$ cat src/rtl/instruction_compress_packer.sv
// Instruction compress packer: converts eligible RV32I instructions into
// 16-bit RVC parcels and packs the resulting parcel stream into 32-bit
// fetch words, lower halfword first.
module instruction_compress_packer #(
    parameter int COUNT_WIDTH = 16
) (
    input  logic                   clk,
    input  logic                   rst_n,
    input  logic                   in_valid,
    output logic                   in_ready,
    input  logic [31:0]            in_instr,
    input  logic                   flush,
    output logic                   flush_done,
    output logic                   out_valid,
    input  logic                   out_ready,
    output logic [31:0]            out_word,
    output logic [COUNT_WIDTH-1:0] compressed_count
);

    typedef enum logic {EMPTY, HALF} state_t;

    // Returns {is_16bit, parcel}; parcel is only meaningful when is_16bit is set.
    function automatic logic [16:0] compress(input logic [31:0] ins);
        logic [6:0]  opc;
        logic [2:0]  f3;
        logic [6:0]  f7;
        logic [4:0]  rd, rs1, rs2;
        logic [11:0] imm_i, imm_s;
        logic [20:1] imm_j;
        logic        is_addi, is_add, is_alu, is_lw, is_sw, is_jal, is_jalr;
        logic        i_small, j_small, rdp, rs1p, rs2p;
        logic [1:0]  alu_f2;
        logic [16:0] res;
        opc   = ins[6:0];
        f3    = ins[14:12];
        f7    = ins[31:25];
        rd    = ins[11:7];
        rs1   = ins[19:15];
        rs2   = ins[24:20];
        imm_i = ins[31:20];
        imm_s = {ins[31:25], ins[11:7]};
        imm_j = {ins[31], ins[19:12], ins[20], ins[30:21]};
        is_addi = (opc == 7'b0010011) && (f3 == 3'b000);
        is_add  = (opc == 7'b0110011) && (f3 == 3'b000) && (f7 == 7'b0000000);
        is_alu  = (opc == 7'b0110011) &&
                  (((f7 == 7'b0100000) && (f3 == 3'b000)) ||
                   ((f7 == 7'b0000000) && ((f3 == 3'b100) || (f3 == 3'b110) || (f3 == 3'b111))));
        is_lw   = (opc == 7'b0000011) && (f3 == 3'b010);
        is_sw   = (opc == 7'b0100011) && (f3 == 3'b010);
        is_jal  = (opc == 7'b1101111);
        is_jalr = (opc == 7'b1100111) && (f3 == 3'b000);
        // Immediate fits the 6-bit signed field / 12-bit signed jump field.
        i_small = (imm_i[11:5] == {7{imm_i[5]}});
        j_small = (imm_j[20:11] == {10{imm_j[11]}});
        // Registers reachable through the 3-bit compressed register fields.
        rdp  = (rd[4:3]  == 2'b01);
        rs1p = (rs1[4:3] == 2'b01);
        rs2p = (rs2[4:3] == 2'b01);
        case (f3)
            3'b100:  alu_f2 = 2'b01;
            3'b110:  alu_f2 = 2'b10;
            3'b111:  alu_f2 = 2'b11;
            default: alu_f2 = 2'b00;
        endcase
        res = 17'd0;
        if (ins[1:0] != 2'b11)
            res = {1'b1, ins[15:0]};
        else if (is_addi && rd == 5'd0 && rs1 == 5'd0 && imm_i == 12'd0)
            res = {1'b1, 16'h0001};
        else if (is_addi && rd == rs1 && rd != 5'd0 && imm_i != 12'd0 && i_small)
            res = {1'b1, 3'b000, imm_i[5], rd, imm_i[4:0], 2'b01};
        else if (is_addi && rd != 5'd0 && rs1 == 5'd0 && i_small)
            res = {1'b1, 3'b010, imm_i[5], rd, imm_i[4:0], 2'b01};
        else if (is_add && rd != 5'd0 && rs1 == 5'd0 && rs2 != 5'd0)
            res = {1'b1, 4'b1000, rd, rs2, 2'b10};
        else if (is_add && rd == rs1 && rd != 5'd0 && rs2 != 5'd0)
            res = {1'b1, 4'b1001, rd, rs2, 2'b10};
        else if (is_alu && rd == rs1 && rdp && rs2p)
            res = {1'b1, 6'b100011, rd[2:0], alu_f2, rs2[2:0], 2'b01};
        else if (is_lw && rdp && rs1p && imm_i[1:0] == 2'b00 && imm_i[11:7] == 5'd0)
            res = {1'b1, 3'b010, imm_i[5:3], rs1[2:0], imm_i[2], imm_i[6], rd[2:0], 2'b00};
        else if (is_lw && rd != 5'd0 && rs1 == 5'd2 && imm_i[1:0] == 2'b00 && imm_i[11:8] == 4'd0)
            res = {1'b1, 3'b010, imm_i[5], rd, imm_i[4:2], imm_i[7:6], 2'b10};
        else if (is_sw && rs1p && rs2p && imm_s[1:0] == 2'b00 && imm_s[11:7] == 5'd0)
            res = {1'b1, 3'b110, imm_s[5:3], rs1[2:0], imm_s[2], imm_s[6], rs2[2:0], 2'b00};
        else if (is_sw && rs1 == 5'd2 && imm_s[1:0] == 2'b00 && imm_s[11:8] == 4'd0)
            res = {1'b1, 3'b110, imm_s[5:2], imm_s[7:6], rs2, 2'b10};
        else if (is_jal && (rd == 5'd0 || rd == 5'd1) && j_small)
            res = {1'b1, ~rd[0], 2'b01, imm_j[11], imm_j[4], imm_j[9:8], imm_j[10],
                   imm_j[6], imm_j[7], imm_j[3:1], imm_j[5], 2'b01};
        else if (is_jalr && imm_i == 12'd0 && rs1 != 5'd0 && (rd == 5'd0 || rd == 5'd1))
            res = {1'b1, 3'b100, rd[0], rs1, 5'd0, 2'b10};
        return res;
    endfunction

    state_t                 state_reg, state_next;
    logic [15:0]            hold_reg, hold_next;
    logic                   out_valid_reg, out_valid_next;
    logic [31:0]            out_word_reg, out_word_next;
    logic [COUNT_WIDTH-1:0] count_reg, count_next;

    logic [16:0] comp;
    logic        is16;
    logic [15:0] parcel;
    logic        accept, xfer, out_free;

    assign comp     = compress(in_instr);
    assign is16     = comp[16];
    assign parcel   = comp[15:0];
    assign out_free = !out_valid_reg || out_ready;
    assign in_ready = !flush && out_free;
    assign accept   = in_valid && in_ready;
    assign xfer     = out_valid_reg && out_ready;

    assign out_valid        = out_valid_reg;
    assign out_word         = out_word_reg;
    assign compressed_count = count_reg;
    assign flush_done       = (state_reg == EMPTY) && !out_valid_reg;

    // Next-state: accept and flush are exclusive because flush blocks in_ready.
    always_comb begin
        state_next     = state_reg;
        hold_next      = hold_reg;
        out_valid_next = out_valid_reg;
        out_word_next  = out_word_reg;
        count_next     = count_reg;
        if (xfer)
            out_valid_next = 1'b0;
        if (accept) begin
            if (is16 && count_reg != {COUNT_WIDTH{1'b1}})
                count_next = count_reg + {{(COUNT_WIDTH-1){1'b0}}, 1'b1};
            case (state_reg)
                EMPTY: begin
                    if (is16) begin
                        hold_next  = parcel;
                        state_next = HALF;
                    end else begin
                        out_word_next  = in_instr;
                        out_valid_next = 1'b1;
                    end
                end
                HALF: begin
                    out_valid_next = 1'b1;
                    if (is16) begin
                        out_word_next = {parcel, hold_reg};
                        state_next    = EMPTY;
                    end else begin
                        out_word_next = {in_instr[15:0], hold_reg};
                        hold_next     = in_instr[31:16];
                    end
                end
                default: state_next = EMPTY;
            endcase
        end else if (flush && state_reg == HALF && out_free) begin
            // Pad the pending halfword with a C.NOP to complete the word.
            out_word_next  = {16'h0001, hold_reg};
            out_valid_next = 1'b1;
            state_next     = EMPTY;
        end
    end

    // State and output registers, cleared asynchronously.
    always_ff @(posedge clk or negedge rst_n) begin
        if (!rst_n) begin
            state_reg     <= EMPTY;
            hold_reg      <= 16'd0;
            out_valid_reg <= 1'b0;
            out_word_reg  <= 32'd0;
            count_reg     <= '0;
        end else begin
            state_reg     <= state_next;
            hold_reg      <= hold_next;
            out_valid_reg <= out_valid_next;
            out_word_reg  <= out_word_next;
            count_reg     <= count_next;
        end
    end

endmodule

$ cat config.mk
export PLATFORM = sky130hd
export DESIGN_NAME = instruction_compress_packer
export DESIGN_NICKNAME = d
export VERILOG_FILES = /design/src/rtl/instruction_compress_packer.sv
export SDC_FILE = /design/constraint.sdc
export NUM_CORES = 1
export LEC_CHECK = 0
export CORE_MARGIN = 2
export CORE_UTILIZATION = 50
export CTS_BUF_LIST = sky130_fd_sc_hd__clkbuf_8
export CTS_CLUSTER_SIZE = 16
export DETAILED_ROUTE_END_ITERATION = 7
export PLACE_DENSITY = 0.76
export SYNTH_ARGS = -nofsm -noshare
export SYNTH_HDL_FRONTEND = slang
export SYNTH_SLANG_ARGS = --single-unit
$ cat constraint.sdc
create_clock -name clk -period 3.9 [get_ports clk]
set_clock_uncertainty 0.15 [all_clocks]
set_input_delay 0.78 -clock clk [delete_from_list [all_inputs] [get_ports clk]]
set_output_delay 0.78 -clock clk [all_outputs]
set_load 0.01 [all_outputs]
==> results of run 1 <==
-- synthesized netlist by cell type (5+ instances only) --
cell,count,area [um^2]
o31ai_1,7,52.6
nand2b_1,7,43.8
nor4_1,10,62.6
a21oi_1,17,85.1
mux2_2,7,78.8
buf_2,7,35.0
mux2i_1,13,130
xnor2_1,13,114
o21ai_0,27,135
nor3_1,16,80.1
nand3_1,30,150
nand4_1,19,119
mux2_1,17,191
xor2_1,7,61.3
a211oi_1,10,75.1
inv_1,10,37.5
nor2_1,35,131
clkbuf_1,34,128
or3_1,7,43.8
o211ai_1,14,105
a211o_1,5,43.8
o21ai_1,31,155
nand2_1,58,218
a31oi_1,12,75.1
nand4b_1,7,61.3
dfrtp_1,66,1650
-- how the worst max path moves through the flow --
stage,slack [ns],start,to
2_1_floorplan,0.44,in_instr[19],hold_reg[0]
3_3_place_gp,-0.29,in_instr[11],compressed_count[1]
3_5_place_dp,-0.43,in_instr[11],compressed_count[15]
4_1_cts,0.02,in_instr[11],compressed_count[11]
5_1_grt,0.003,in_instr[11],compressed_count[15]
6_report,0.06,in_instr[11],compressed_count[4]
-- placed cells by master, fill, tap and decap left out, drive strengths merged, types with 5 or more instances in the layout --
master,netlist,final
clkdlybuf4s50,0,86
xor2,7,7
dfrtp,66,66
mux2,24,24
xnor2,13,13
or3,7,7
a31oi,12,12
or4,6,6
a21oi,17,17
nand2,58,58
nand4b,7,7
o21ai,59,59
inv,10,11
a211o,5,5
nor2,36,36
o31ai,7,7
a211oi,10,10
nand4,19,19
nor3,19,19
mux2i,13,13
nand2b,7,7
clkbuf,34,9
buf,11,146
nand3,30,30
nor4,14,14
o211ai,15,15
-- per-stage QoR --
stage / setup WS [ns] / hold slack (ns)
2_1_floorplan: 0.444 / 0.310
3_3_place_gp: -0.285 / 0.326
3_5_place_dp: -0.430 / 0.331
4_1_cts: 0.0194 / 0.352
5_1_grt: 0.00321 / 0.373
6_report: 0.0611 / 0.353
-- timing repair --
item                                    in CTS  in global routing
buffers inserted                             0                  0
cloned                                       0                  0
endpoints found under the setup margin       3                  4
gates resized for setup                      1                  2
-- per-layer routing --
layer	up-vias	GRT usage, %
li1	2610	-
met1	2896	55.9
met2	485	66.1
met3	137	8.80
met4	0	22.3
met5	-	0
-- power breakdown --
part	internal (W)	total, W	switching (W)
Clock	0.000425	0.000717	0.000293
Sequential	0.000913	0.00109	0.000180
Combinational	0.000626	0.00119	0.000560
Total	0.00196	0.00300	0.00103
-- kinds of logic (layout without fill, tap and decap cells) --
kind of cell	count (synthesis)	in the layout
flops	66	66
xor+xnor	20	20
mux	37	37
compound gates	170	170
buf+inv	55	258
simple gates	229	229
fa+ha+maj	2	2
-- cell type report --
type | instances | share of cell area (%)
multi-input cells | 458 | 42.8
well taps | 133 | 2.32
clock buffers | 9 | 1.73
repair buffers | 232 | 28.0
flip-flops and latches | 66 | 23.0
clock inverters | 7 | 1.66
inverters | 10 | 0.524
-- worst max-delay path, delay by kind of cell --
kind | cells | cell delay [ns]
AO/OA/AOI/OAI | 1 | 0.21
XOR/XNOR | 1 | 0.26
buffers and inverters | 3 | 0.92
AND/OR/NAND/NOR | 5 | 1.76
==> reports/metrics.cfg, run 1 <==
[power]
power_w=0.00300
vdd_drop_max_uv=500
p_per_area_nw_per_um2=418
power.leakage_nw=2.93

[hold_path]
hold_depth=1
min_path_type=reg -> reg
worstHoldStart=out_word[14]
hold_end=out_word[14]

[cts]
cts_buffer_depth=2
cts_tree=done
clockRootBuffer=clkbuf_8
numCtsBuffers=9
clock_latency_ns=0.34
hold_buffers=0
clk_pin_slew_ns=0.08
htree_levels=3
clock-sinks=66

[routing]
vias_per_cell=6.70
met2_length_mm=9.73
dr_total_vias=6128
post_drt_wl_per_cell_um=23.9
wl_met1_mm=8.38
antenna_left=0
routed_wl_mm=21.8
first_iter_violations=878
drt_pass1_iterations=6
wl_met3_mm=2.29
top_layer_used=met4
drcViolationCount=0

[final_layout]
final_nets=816
utilization_pct=74.0
largest_reg_flops=32
regArea_um2=1650
synthToLayoutAreaGrowth_pct=45.6
multi_input_area_um2=3070
drive_gt1_share_pct=24.7
layoutNonFillerInstCount=915
fillers=713
num_antenna_cells=0
post-route-cell-area_um2=7170

[placed_design]
port-buffer-count=87
dpl.cell_count=899
gp_congestion=1.15
place_hpwl_mm=16.6
placed_area_um2=6910

[synthesis]
synthMuxAreaShare_pct=8.13
synth_fp_nets=618
synth_compound_area_share_pct=23.7
synth-seq-cells=66
synthAdderAreaFrac_pct=0.508
synth_top_flop_cell=dfrtp_1
avgSynthCellArea_um2=8.51
async_reset_ff_share_pct=100
synth_warnings=0
synth_top_family_by_area=simple AND/OR/NAND/NOR gates
syn_inst=579
synth-edff-count=0
ys_types=80
seq_area_frac_synth_pct=33.5
synth_xor_xnor_area_share_pct=3.56
syn-cell-area_um2=4920
synth_simple_gate_area_share_pct=25.9

[floorplan]
die-area_um2=10700
initial_core_util_pct=50.9
placementRows=36
fp.dieW_um=103
coreArea_um2=9680
io_pins=88
die_h_um=103

[timing]
finalSetupViolations=0
finalCritPeriodShare_pct=98.4
rsz0062_at_grt=false
setup_tns_ns=0
max_freq_ghz=0.260
period_needed_ns=3.84
relSlewSlack_pct=41.8
worst_pin_slew_ns=0.865
slew_violations=0
hold_viol=0

[setup_path]
rr_startpoint=state_reg
critPathMaxStageDelay_ns=0.59
path_class=in -> reg
cp-start-kind=primary input
r2r-end=hold_reg[0]
crit_fanout=6
worstPathArrival_ns=3.94
critPathSlowestCell=or4bb_1
r2r_cells=7
endpoint_kind=flop
required_ns=4.00
ff2ff_setup_slack_ns=1.45
crit_chain=clkdlybuf4s50_1 -> buf_4 -> or4bb_1 -> nor4_4 -> nand4b_1 -> o211ai_1 -> buf_4 -> nor4_4 -> or4_1 -> xnor2_1

[run_status]
outcome=completed

[grt]
grt_overflow=0
first_global_vias=5945
grt_max_degree=67
track_usage_pct=42.5
grt_antenna_before_repair=0
grt_pass1_wl_mm=33.5

[job]
cap_violations=0

Note: power is estimated with default switching activity, not from simulation.
==> run 2, diff against run 1 <==
--- a/config.mk
+++ b/config.mk
@@ -5,10 +5,11 @@
 export SDC_FILE = /design/constraint.sdc
 export NUM_CORES = 1
 export LEC_CHECK = 0
+export CAP_MARGIN = 40
 export CORE_MARGIN = 2
 export CORE_UTILIZATION = 50
 export CTS_BUF_LIST = sky130_fd_sc_hd__clkbuf_8
-export CTS_CLUSTER_SIZE = 16
+export CTS_CLUSTER_SIZE = 40
 export DETAILED_ROUTE_END_ITERATION = 7
 export PLACE_DENSITY = 0.76
 export SYNTH_ARGS = -nofsm -noshare
==> constraint.sdc (replaced) <==
create_clock -name clk -period 4.8 [get_ports clk]
set_clock_uncertainty 0.15 [all_clocks]
set_input_delay 0.96 -clock clk [delete_from_list [all_inputs] [get_ports clk]]
set_output_delay 0.96 -clock clk [all_outputs]
set_load 0.01 [all_outputs]
==> run 2 against run 1 <==
Effect of this change:
- via count decreased by 8.0%
- sequential power shrank 19%
- highest routed layer is now met5
- routed wire length shrank 7.7%
- largest cell class unchanged
- core utilization decreased by 7.9 points
==> reports/metrics.cfg, run 2 (synthesis gave the netlist of run 1 again) <==
[routing]
drt_pass1_iterations=6  ; unchanged
drcViolationCount=0  ; unchanged
vias_per_cell=6.81  ; +1.7%
routed_wl_mm=20.2  ; -7.7%
first_iter_violations=707  ; -19%
antenna_left=0  ; unchanged
post_drt_wl_per_cell_um=24.4  ; +2.0%
dr_total_vias=5640  ; -8.0%

[final_layout]
utilization_pct=66.1  ; -7.9 points
fillers=797  ; +12%
final_common_cell=clkdlybuf4s50_1
num_antenna_cells=0  ; unchanged
synthToLayoutAreaGrowth_pct=30.1
post-route-cell-area_um2=6400  ; -11%
drive_gt1_share_pct=15.1  ; -9.6 points
layout_common_cells=clkdlybuf4s50_1, dfrtp_1, nand2_1
largest_reg_flops=32  ; unchanged
final_nets=729  ; -11%

[grt]
first_global_vias=5396  ; -9.2%
grt_max_degree=38  ; -43%
grt_overflow=0  ; unchanged
grt_antenna_before_repair=1  ; +1
track_usage_pct=38.8  ; -3.7 points
grt_pass1_wl_mm=30.7  ; -8.4%

[power]
p_sw_w=0.000812  ; -21%
p_clk_share_pct=19.1  ; -4.8 points
power.leakage_nw=2.45  ; -16%
vdd_drop_max_uv=324  ; -35%
p_seq_share_pct=39.6  ; +3.1 points
swShare_pct=36.6  ; +2.1 points
power_w=0.00222  ; -26%
pwr-share-comb_pct=41.3  ; +1.7 points
p_per_area_nw_per_um2=346  ; -17%
p_int_w=0.00141  ; -28%

[job]
cap_violations=0  ; unchanged

[floorplan]
placementRows=36  ; unchanged
die-area_um2=10700  ; unchanged
initial_core_util_pct=50.9  ; unchanged
die_h_um=103  ; unchanged
fp.dieW_um=103  ; unchanged
coreArea_um2=9680  ; unchanged
io_pins=88  ; unchanged

[placed_design]
place_ws_ns=0.316  ; +0.746 ns
gp_congestion=1.09  ; -5.0%
port-buffer-count=87  ; unchanged
place_hpwl_mm=15.2  ; -8.5%
placed_area_um2=6230  ; -9.8%

[setup_path]
cp-start-kind=primary input
worstPathArrival_ns=4.29  ; +0.35 ns
path_class=in -> reg
ff2ff_setup_slack_ns=2.28  ; +0.83 ns
rr_startpoint=out_valid
r2r-end=out_word[17]
r2r_cells=8  ; +1
crit_fanout=12  ; +6
endpoint_kind=flop
required_ns=4.88  ; +0.88 ns

[cts]
clock-sinks=66  ; unchanged
cts_buffer_depth=2  ; unchanged
clk_pin_slew_ns=0.07  ; about the same
cts_resized=0  ; -1
hold_buffers=0  ; unchanged
numCtsBuffers=9  ; unchanged
post_cts_buffers=0  ; unchanged
clock_latency_ns=0.35  ; about the same
clockRootBuffer=clkbuf_8
htree_levels=3  ; unchanged
cts_tree=done

[timing]
rsz0062_at_grt=false
relSlewSlack_pct=36.1  ; -5.7 points
finalSetupViolations=0  ; unchanged
period_needed_ns=4.21
setup_tns_ns=0  ; unchanged
slew_violations=0  ; unchanged
max_freq_ghz=0.238
worst_pin_slew_ns=0.950  ; +0.0849 ns
hold_viol=0  ; unchanged
finalCritPeriodShare_pct=87.7
fin_ws_ns=0.592  ; +0.531 ns

[hold_path]
hold_end=out_word[2]
worstHoldStart=out_word[2]
hold_depth=1  ; unchanged
min_path_type=reg -> reg

[run_status]
outcome=completed

## run 2: cell count changes in the layout (fill, tap and decap cells not counted), moves of 2 or more
cell	previous run	this run
clkinvlp_4	1	3
buf_4	141	56
inv_6	0	2
bufinv_16	3	0
buf_12	4	2
## run 2: worst max path at each step
stage / startpoint / end / slack [ns]
3_5_place_dp: in_instr[19] / hold_reg[15] / 0.32
4_1_cts: in_instr[19] / hold_reg[0] / 0.67
5_1_grt: in_instr[19] / hold_reg[11] / 0.42
2_1_floorplan: in_instr[19] / hold_reg[0] / 1.16
6_report: in_instr[19] / hold_reg[0] / 0.59
3_3_place_gp: in_instr[19] / out_word[17] / 0.29
## run 2: metrics by stage
stage,std cells,hold WS [ns]
floorplan,579,0.310
finish,828,0.342
global route,828,0.361
CTS,828,0.344
detailed placement,812,0.329
global placement,811,0.322
## run 2: area by class of cell
type	instances	area, um^2	area share [%]
clock buffer	9	124	1.93
clock inverter	7	53.8	0.840
inverter	10	37.5	0.586
sequential	66	1650	25.8
multi-input combinational	458	3050	47.5
tap	133	166	2.60
timing repair buffer	145	1330	20.7
## run 2: critical path: stages
cell             delay (ns)
clkdlybuf4s50_1        0.67
or4_4                  0.68
o211ai_2               0.20
o2bb2a_1               0.26
o211ai_1               0.19
o41ai_1                0.51
nand3_1                0.25
buf_12                 0.23
mux2_1                 0.32
## run 2: layer usage
| metal | routed length, um | global-route usage, % | vias to the layer above |
|---|---|---|---|
| met5 | 13 | 0 | - |
| met4 | 1110 | 17.7 | 2 |
| met3 | 2350 | 10.4 | 101 |
| met2 | 9040 | 61.0 | 427 |
| met1 | 7660 | 50.0 | 2676 |
| li1 | - | - | 2434 |
## run 2: power groups by stage
stage	combinational, W	sequential [W]	clock [W]
finish	0.000917	0.000878	0.000424
detailed placement	0.000901	0.000881	0
global placement	0.000878	0.000871	0
global route	0.000987	0.000897	0.000455
floorplan	0.000375	0.000914	0
CTS	0.000908	0.000875	0.000431
==> run 3, diff against run 2 <==
--- a/config.mk
+++ b/config.mk
@@ -6,7 +6,7 @@
 export NUM_CORES = 1
 export LEC_CHECK = 0
 export CAP_MARGIN = 40
-export CORE_MARGIN = 2
+export CORE_MARGIN = 8
 export CORE_UTILIZATION = 50
 export CTS_BUF_LIST = sky130_fd_sc_hd__clkbuf_8
 export CTS_CLUSTER_SIZE = 40
==> run 3 against run 2 <==
Effect of this change:
- total power is 9.2% higher
- routed wire length is 6.6% higher
- first-iteration DRC count is 24% higher
- via count is 1.1% higher
- sequential share of layout area is 0.31 points lower
- register-to-register slack worse by 0.23 ns
- largest power group unchanged
==> reports/metrics.cfg, run 3 (synthesis gave the netlist of run 1 again) <==
[placed_design]
place_hpwl_mm=16.0  ; +5.6%
gp_congestion=1.05  ; -4.0%
port-buffer-count=87  ; unchanged

[routing]
routed_wl_mm=21.5  ; +6.6%
drt_pass1_iterations=6  ; unchanged
drcViolationCount=0  ; unchanged
vias_per_cell=6.89  ; +1.2%
dr_total_vias=5701  ; +1.1%
first_iter_violations=874  ; +24%
antenna_left=0  ; unchanged
post_drt_wl_per_cell_um=26.0  ; +6.7%

[cts]
clockRootBuffer=clkbuf_8
htree_levels=3  ; unchanged
hold_buffers=0  ; unchanged
clock-sinks=66  ; unchanged
cts_buffer_depth=2  ; unchanged
post_cts_buffers=0  ; unchanged
cts_resized=0  ; unchanged
numCtsBuffers=9  ; unchanged
clock_latency_ns=0.36  ; about the same
clk_pin_slew_ns=0.08  ; about the same
cts_tree=done

[floorplan]
io_pins=88  ; unchanged
die-area_um2=13300  ; +25%
die_h_um=115  ; +12%
fp.dieW_um=115  ; +12%
placementRows=36  ; unchanged
coreArea_um2=9680  ; unchanged
initial_core_util_pct=50.9  ; unchanged

[run_status]
outcome=completed

[setup_path]
required_ns=4.89  ; about the same
ff2ff_setup_slack_ns=2.05  ; -0.23 ns
crit_fanout=12  ; unchanged
r2r-end=out_word[30]
path_class=in -> reg
crit_end=hold_reg[2]
rr_startpoint=out_valid
worstPathArrival_ns=4.28  ; about the same
endpoint_kind=flop
cp-start-kind=primary input
cp-startpoint=in_instr[10]
r2r_cells=8  ; unchanged

[final_layout]
synthToLayoutAreaGrowth_pct=31.6
layout_common_cells=clkdlybuf4s50_1, dfrtp_1, nand2_1
largest_reg_flops=32  ; unchanged
final_common_cell=clkdlybuf4s50_1
final_nets=728  ; -0.14%
drive_gt1_share_pct=15.0  ; -0.12 points
num_antenna_cells=0  ; unchanged

[grt]
grt_overflow=0  ; unchanged
track_usage_pct=32.8  ; -6.0 points
first_global_vias=5726  ; +6.1%
grt_antenna_before_repair=0  ; -1
grt_pass1_wl_mm=33.0  ; +7.6%
grt_max_degree=40  ; +5.3%

[timing]
finalCritPeriodShare_pct=87.3  ; -0.35 points
max_freq_ghz=0.239  ; +0.40%
slew_violations=0  ; unchanged
relSlewSlack_pct=55.7  ; +20 points
hold_viol=0  ; unchanged
rsz0062_at_grt=false
setup_tns_ns=0  ; unchanged
finalSetupViolations=0  ; unchanged
period_needed_ns=4.19  ; -0.0168 ns
worst_pin_slew_ns=0.662  ; -0.288 ns

[job]
cap_violations=0  ; unchanged

[power]
p_per_area_nw_per_um2=374  ; +7.9%
vdd_drop_max_uv=275  ; -15%
power.leakage_nw=2.50  ; +2.1%
power_w=0.00242  ; +9.2%

[hold_path]
min_path_type=in -> async

-- run 3: through the flow --
stage	cell area [um^2]	hold slack (ns)	std cells	util (%)	worst slack (ns)
5_1_grt	6480	0.228	827	66.9	0.519
4_1_cts	6460	0.345	826	66.7	0.751
3_3_place_gp	6210	0.322	810	64.1	0.392
3_5_place_dp	6210	0.327	810	64.1	0.436
2_1_floorplan	4920	0.310	579	-	1.16
6_report	6480	0.243	827	66.9	0.609
-- run 3: critical path: stages --
cell	delay, ns
clkdlybuf4s50_1	0.65
or3_1	0.54
o211ai_1	0.34
nor4_1	0.16
o21a_4	0.28
o41ai_1	0.60
nand3_1	0.22
buf_12	0.20
mux2_1	0.32
-- run 3: worst min-delay path by stage --
stage	endpoint
CTS	compressed_count[9]
global placement	out_word[29]
detailed placement	out_word[7]
finish	out_word[30]
floorplan	hold_reg[2]
global route	out_word[30]
-- run 3: power by group --
group | internal (W) | switching [W]
Combinational | 0.000479 | 0.000463
Clock | 0.000361 | 0.000237
Sequential | 0.000742 | 0.000142
-- run 3: cell type report --
cell class | count | area [um^2]
Tap cell | 133 | 166
Clock buffer | 10 | 138
Sequential cell | 66 | 1650
Clock inverter | 6 | 113
Timing Repair Buffer | 144 | 1330
Multi-Input combinational cell | 458 | 3050
Fill cell | 755 | 3200
Inverter | 10 | 37.5
-- run 3: routing by layer --
layer | vias up | share of wire (%) | track usage, %
met5 | - | 0 | 0
met3 | 113 | 12 | 11.2
met1 | 2691 | 37 | 39.5
li1 | 2441 | - | -
met4 | 0 | 5.4 | 16.7
met2 | 456 | 45 | 51.1
==> variant 1, RTL diff (config.mk and constraints of run 2) <==
Set the parameter `COUNT_WIDTH` to 32 (it was 16).
--- a/src/rtl/instruction_compress_packer.sv
+++ b/src/rtl/instruction_compress_packer.sv
@@ -3,5 +3,5 @@
 // fetch words, lower halfword first.
 module instruction_compress_packer #(
-    parameter int COUNT_WIDTH = 16
+    parameter int COUNT_WIDTH = 32
 ) (
     input  logic                   clk,
Interface: changed (resized compressed_count); port bits go from 88 to 104. No check against the original RTL was run, so the function may have changed too.
==> variant 1 against run 2 <==
Critical path depth rose by 1; die area is 11% higher; power up 7.1%; worst setup slack improved by 0.045 ns; wire length is 2.1% higher; sequential cell count is 16 higher; area after synthesis up 11%; cell area is 12% higher; count of clock-buffer cells in the layout unchanged.
==> variant 1: results (changes against run 2) <==
metric,value,unit,change
dp_cells,876,,+7.9%
syn_inst,614,,+6.0%
grt_pass1_wl,32000,um,+4.2%
crit_fanout,10,,-2
grt_pass1_vias,5650,,+4.7%
firstDrtPassIters,6,,unchanged
clk_pin_slew,0.09,ns,+0.02 ns
cts.repair.resized,0,,unchanged
place_ws,0.363,ns,+0.0465 ns
p_int,1.58,mW,+12%
synth_xor_area_frac,0.0592,,+0.0236
initialDrtViolationCount,678,,-4.1%
yosysSeqAreaShare,0.375,,+0.0392
pg_clk,0.506,mW,+19%
dp_hpwl,15900,um,+5.1%
num_vias,5780,,+2.5%
placed_area,6990,um2,+12%
p_leak,2.99,nW,+22%
ir_drop,0.000256,V,-21%
layout-drive-gt1-share,0.158,,+0.00717
wl_met1,8090,um,+5.7%
worst_r2r_endpoint,compressed_count[28]$_DFFE_PN0P_,,
port-buffer-count,103,,+18%
grt_start_max_net_pins,71,,+87%
diodes,0,,unchanged
yosysTopAreaCellShare,0.375,,+0.0392
syn_nets,653,,+5.7%
antenna_found_initial,0,,-1
arrival,4.22,ns,-0.07 ns
grtUsageTotal,0.360,,-0.0275
nets,786,,+7.8%
ys_types,80,,unchanged
yosys_most_used_dff,dfrtp_1,,
hold_slack,0.291,ns,-0.0507 ns
synth_fa_ha_area_frac,0.00457,,-0.000513
use_met1,0.475,,-0.0249
reg2reg_setup_slack,1.88,ns,-0.40 ns
avgRoutedWirePerCell,23.1,um,-5.2%
status,completed,,
setup_ws,0.637,ns,+0.0448 ns
synthArstFlopShare,1.00,,unchanged
globalplace.congestion,1.02,,-6.2%
route.met3.wl,2220,um,-5.4%
wl_met2,9220,um,+1.9%
met2_usage,0.563,,-0.0474
muxShareOfSynthArea,0.0729,,-0.00844
crit_start,in_instr[4],,
worstSetupEndpoint,out_word[18]$_DFFE_PN0P_,,
hold_class,in2async,,
tightest_slew,0.651,ns,-0.299 ns
top_layer,met4,,
netSwitchingFraction,0.336,,-0.0299
use_met3,0.101,,-0.00315
seq_power_share,0.416,,+0.020
instances_no_fill,892,,+7.7%
synth_common_cells,"dfrtp_1, nand2_1, o21ai_0",,
synth.area.top_cells,"dfrtp_1, nand2_1, o21ai_0",,
synth_compound_area_frac,0.190,,-0.0472
r2r_start,compressed_count[15]$_DFFE_PN0P_,,
## variant 1: cell types whose count changed in the layout (fill, tap and decap cells not counted), sizes merged, moves of 8 or more
cell,delta
nand2,+25
clkdlybuf4s50,+16
dfrtp,+16
xnor2,+13
and3,+8
## variant 1: layout make-up
class | instances | area (um2)
Clock buffer | 9 | 124
Clock inverter | 7 | 70.1
Fill cell | 877 | 3570
Inverter | 10 | 37.5
Multi-Input combinational cell | 480 | 3180
Sequential cell | 82 | 2050
Tap cell | 140 | 175
Timing Repair Buffer | 164 | 1540
## variant 1: critical path, stage by stage
cell and delay (ns):
clkdlybuf4s50_1 0.52, or4b_2 0.73, nor2_2 0.42, o2111ai_1 0.25
and4_1 0.31, nand2_2 0.26, nor2_4 0.08, buf_4 0.19
a21boi_0 0.35, o211ai_1 0.15
==> variant 2, RTL diff (config.mk and constraints of run 2) <==
Made on the original files. Take the reset off `hold_reg` and `out_word_reg` and load them in a clocked block of their own.
--- a/src/rtl/instruction_compress_packer.sv
+++ b/src/rtl/instruction_compress_packer.sv
@@ -164,17 +164,18 @@
         if (!rst_n) begin
             state_reg     <= EMPTY;
-            hold_reg      <= 16'd0;
             out_valid_reg <= 1'b0;
-            out_word_reg  <= 32'd0;
             count_reg     <= '0;
         end else begin
             state_reg     <= state_next;
-            hold_reg      <= hold_next;
             out_valid_reg <= out_valid_next;
-            out_word_reg  <= out_word_next;
             count_reg     <= count_next;
         end
     end
 
+    always_ff @(posedge clk) begin
+        hold_reg     <= hold_next;
+        out_word_reg <= out_word_next;
+    end
+
 endmodule
 
Function: changed (a bounded check fails within 4 cycles, from zero or initial values and one cycle with rst_n low).
==> variant 2 against run 2 <==
Cell area is 9.3% lower; sequential cell count unchanged; area after synthesis down 12%; wire length decreased by 23%; critical path depth increased by 2; worst setup slack better by 0.029 ns; largest cell class unchanged.
Power is not compared: it rests on default switching activity, and its combinational part moved more than twofold at a synthesized area within 25%.
==> variant 2: results (changes against run 2) <==
metric,value,unit,change
grt_start_max_net_pins,33,,-13%
synth-edff-count,48,,+48
cpPeakStageDelay,0.60,ns,-0.08 ns
worst_r2r_endpoint,compressed_count[1]$_DFFE_PN0P_,,
holdCritStartpoint,compressed_count[12]$_DFFE_PN0P_,,
ys_types,71,,-11%
reg2reg_setup_slack,2.04,ns,-0.24 ns
slowest_stage,clkdlybuf4s50_1,,
syn_nets,475,,-23%
root_buffer,clkbuf_8,,
yosysSeqAreaShare,0.437,,+0.102
initialDrtViolationCount,523,,-26%
nets,595,,-18%
clock_latency,0.35,ns,about the same
globalplace.congestion,1.06,,-3.4%
yosysWarningCount,0,,unchanged
clk_pin_slew,0.08,ns,
postCtsSetupRepairBufs,0,,unchanged
htreeDepth,3,,unchanged
synth.area.top_cells,"edfxtp_1, dfrtp_1, mux2_2",,
largest_reg_flops,32,,unchanged
numCtsBuffers,9,,unchanged
hold_path_depth,1,,unchanged
min_to,compressed_count[12]$_DFFE_PN0P_,,
r2r_start,compressed_count[4]$_DFFE_PN0P_,,
layout-drive-gt1-share,0.212,,+0.0610
place_ws,0.371,ns,+0.0543 ns
rr_worst_depth,8,,unchanged
grt_pass1_wl,24400,um,-21%
clock_path_buffers,2,,unchanged
dp_hpwl,11700,um,-23%
num_vias,4346,,-23%
arrival,4.08,ns,-0.21 ns
p_leak,2.22,nW,
synthArstFlopShare,0.273,,-0.727
synth_common_cells,"edfxtp_1, nand2_1, a21oi_1, o21ai_0, mux2_2",,
grtUsageTotal,0.336,,-0.0514
tightest_slew,0.806,ns,-0.145 ns
status,completed,,
drt-total-wl,15600,um,-23%
antenna_found_initial,0,,-1
diodes,0,,unchanged
-- variant 2: changes by cell type after synthesis, sizes merged, moves of 12 or more --
cell / change
dfrtp: -48
edfxtp: +48
o211ai: -12
nand2: -28
clkbuf: -14
nor2: -12
nand3: -12
o21ai: -29
-- variant 2: per-stage QoR --
stage          cell area, um2  std cells  total power, mW   util  hold WS (ns)
2_1_floorplan            4330        436            0.936      -         0.365
5_1_grt                  5810        666             1.76  0.700         0.367
3_5_place_dp             5590        650             1.17  0.674         0.336
4_1_cts                  5810        666             1.69  0.700         0.352
6_report                 5810        666             1.70  0.700         0.354
3_3_place_gp             5590        650             1.16  0.674         0.329
-- variant 2: worst max-delay path, delay by kind of cell --
kind | cells | cell delay (ns)
AOI/OAI and AO/OA | 1 | 0.17
xor gates and xnor gates | 1 | 0.11
buffers and inverters | 3 | 1.11
and+or+nand+nor | 6 | 1.72
-- variant 2: layout make-up --
class                   count  area [um2]
flip-flops and latches     66        1890
clock inverters             7        92.6
repair buffers            139        1270
fillers                   629        2490
well taps                 105         131
clock buffers               9         124
multi-input cells         327        2250
inverters                  13        48.8
-- variant 2: power breakdown --
| part | switching, mW | internal [mW] |
|---|---|---|
| logic | 0.225 | 0.211 |
| registers | 0.0470 | 0.687 |
| clock network | 0.240 | 0.293 |
| total | 0.511 | 1.19 |
-- variant 2: cells by family after synthesis --
family,count (synthesis),synth area share
flip-flops,66,0.437
buffers and inverters,43,0.0442
AO/OA/AOI/OAI,107,0.168
XOR/XNOR,22,0.0445
multiplexers,28,0.0723
adder cells (fa/ha/maj),2,0.00578
AND/OR/NAND/NOR,168,0.228
-- variant 2: worst max-delay path by stage --
stage,startpoint,endpoint,slack (ns),depth (start not counted)
floorplan,in_instr[8],out_word[0]$_DFFE_PP_,0.06,9
global placement,in_instr[18],out_word[4]$_DFFE_PP_,0.39,11
detailed placement,in_instr[18],out_word[4]$_DFFE_PP_,0.37,11
CTS,in_instr[18],hold_reg[2]$_DFFE_PP_,0.69,11
global route,in_instr[18],hold_reg[12]$_DFFE_PP_,0.43,11
finish,in_instr[18],hold_reg[15]$_DFFE_PP_,0.62,11
-- variant 2: layer usage --
layer / vias to the layer above / global-route usage / wire length [um] / part of all wire
met2: 321 / 0.534 / 7070 / 0.45
met4: 0 / 0.161 / 862 / 0.055
li1: 1909 / - / - / -
met3: 78 / 0.0705 / 1520 / 0.098
met1: 2038 / 0.440 / 6130 / 0.39
met5: - / 0 / 0 / 0
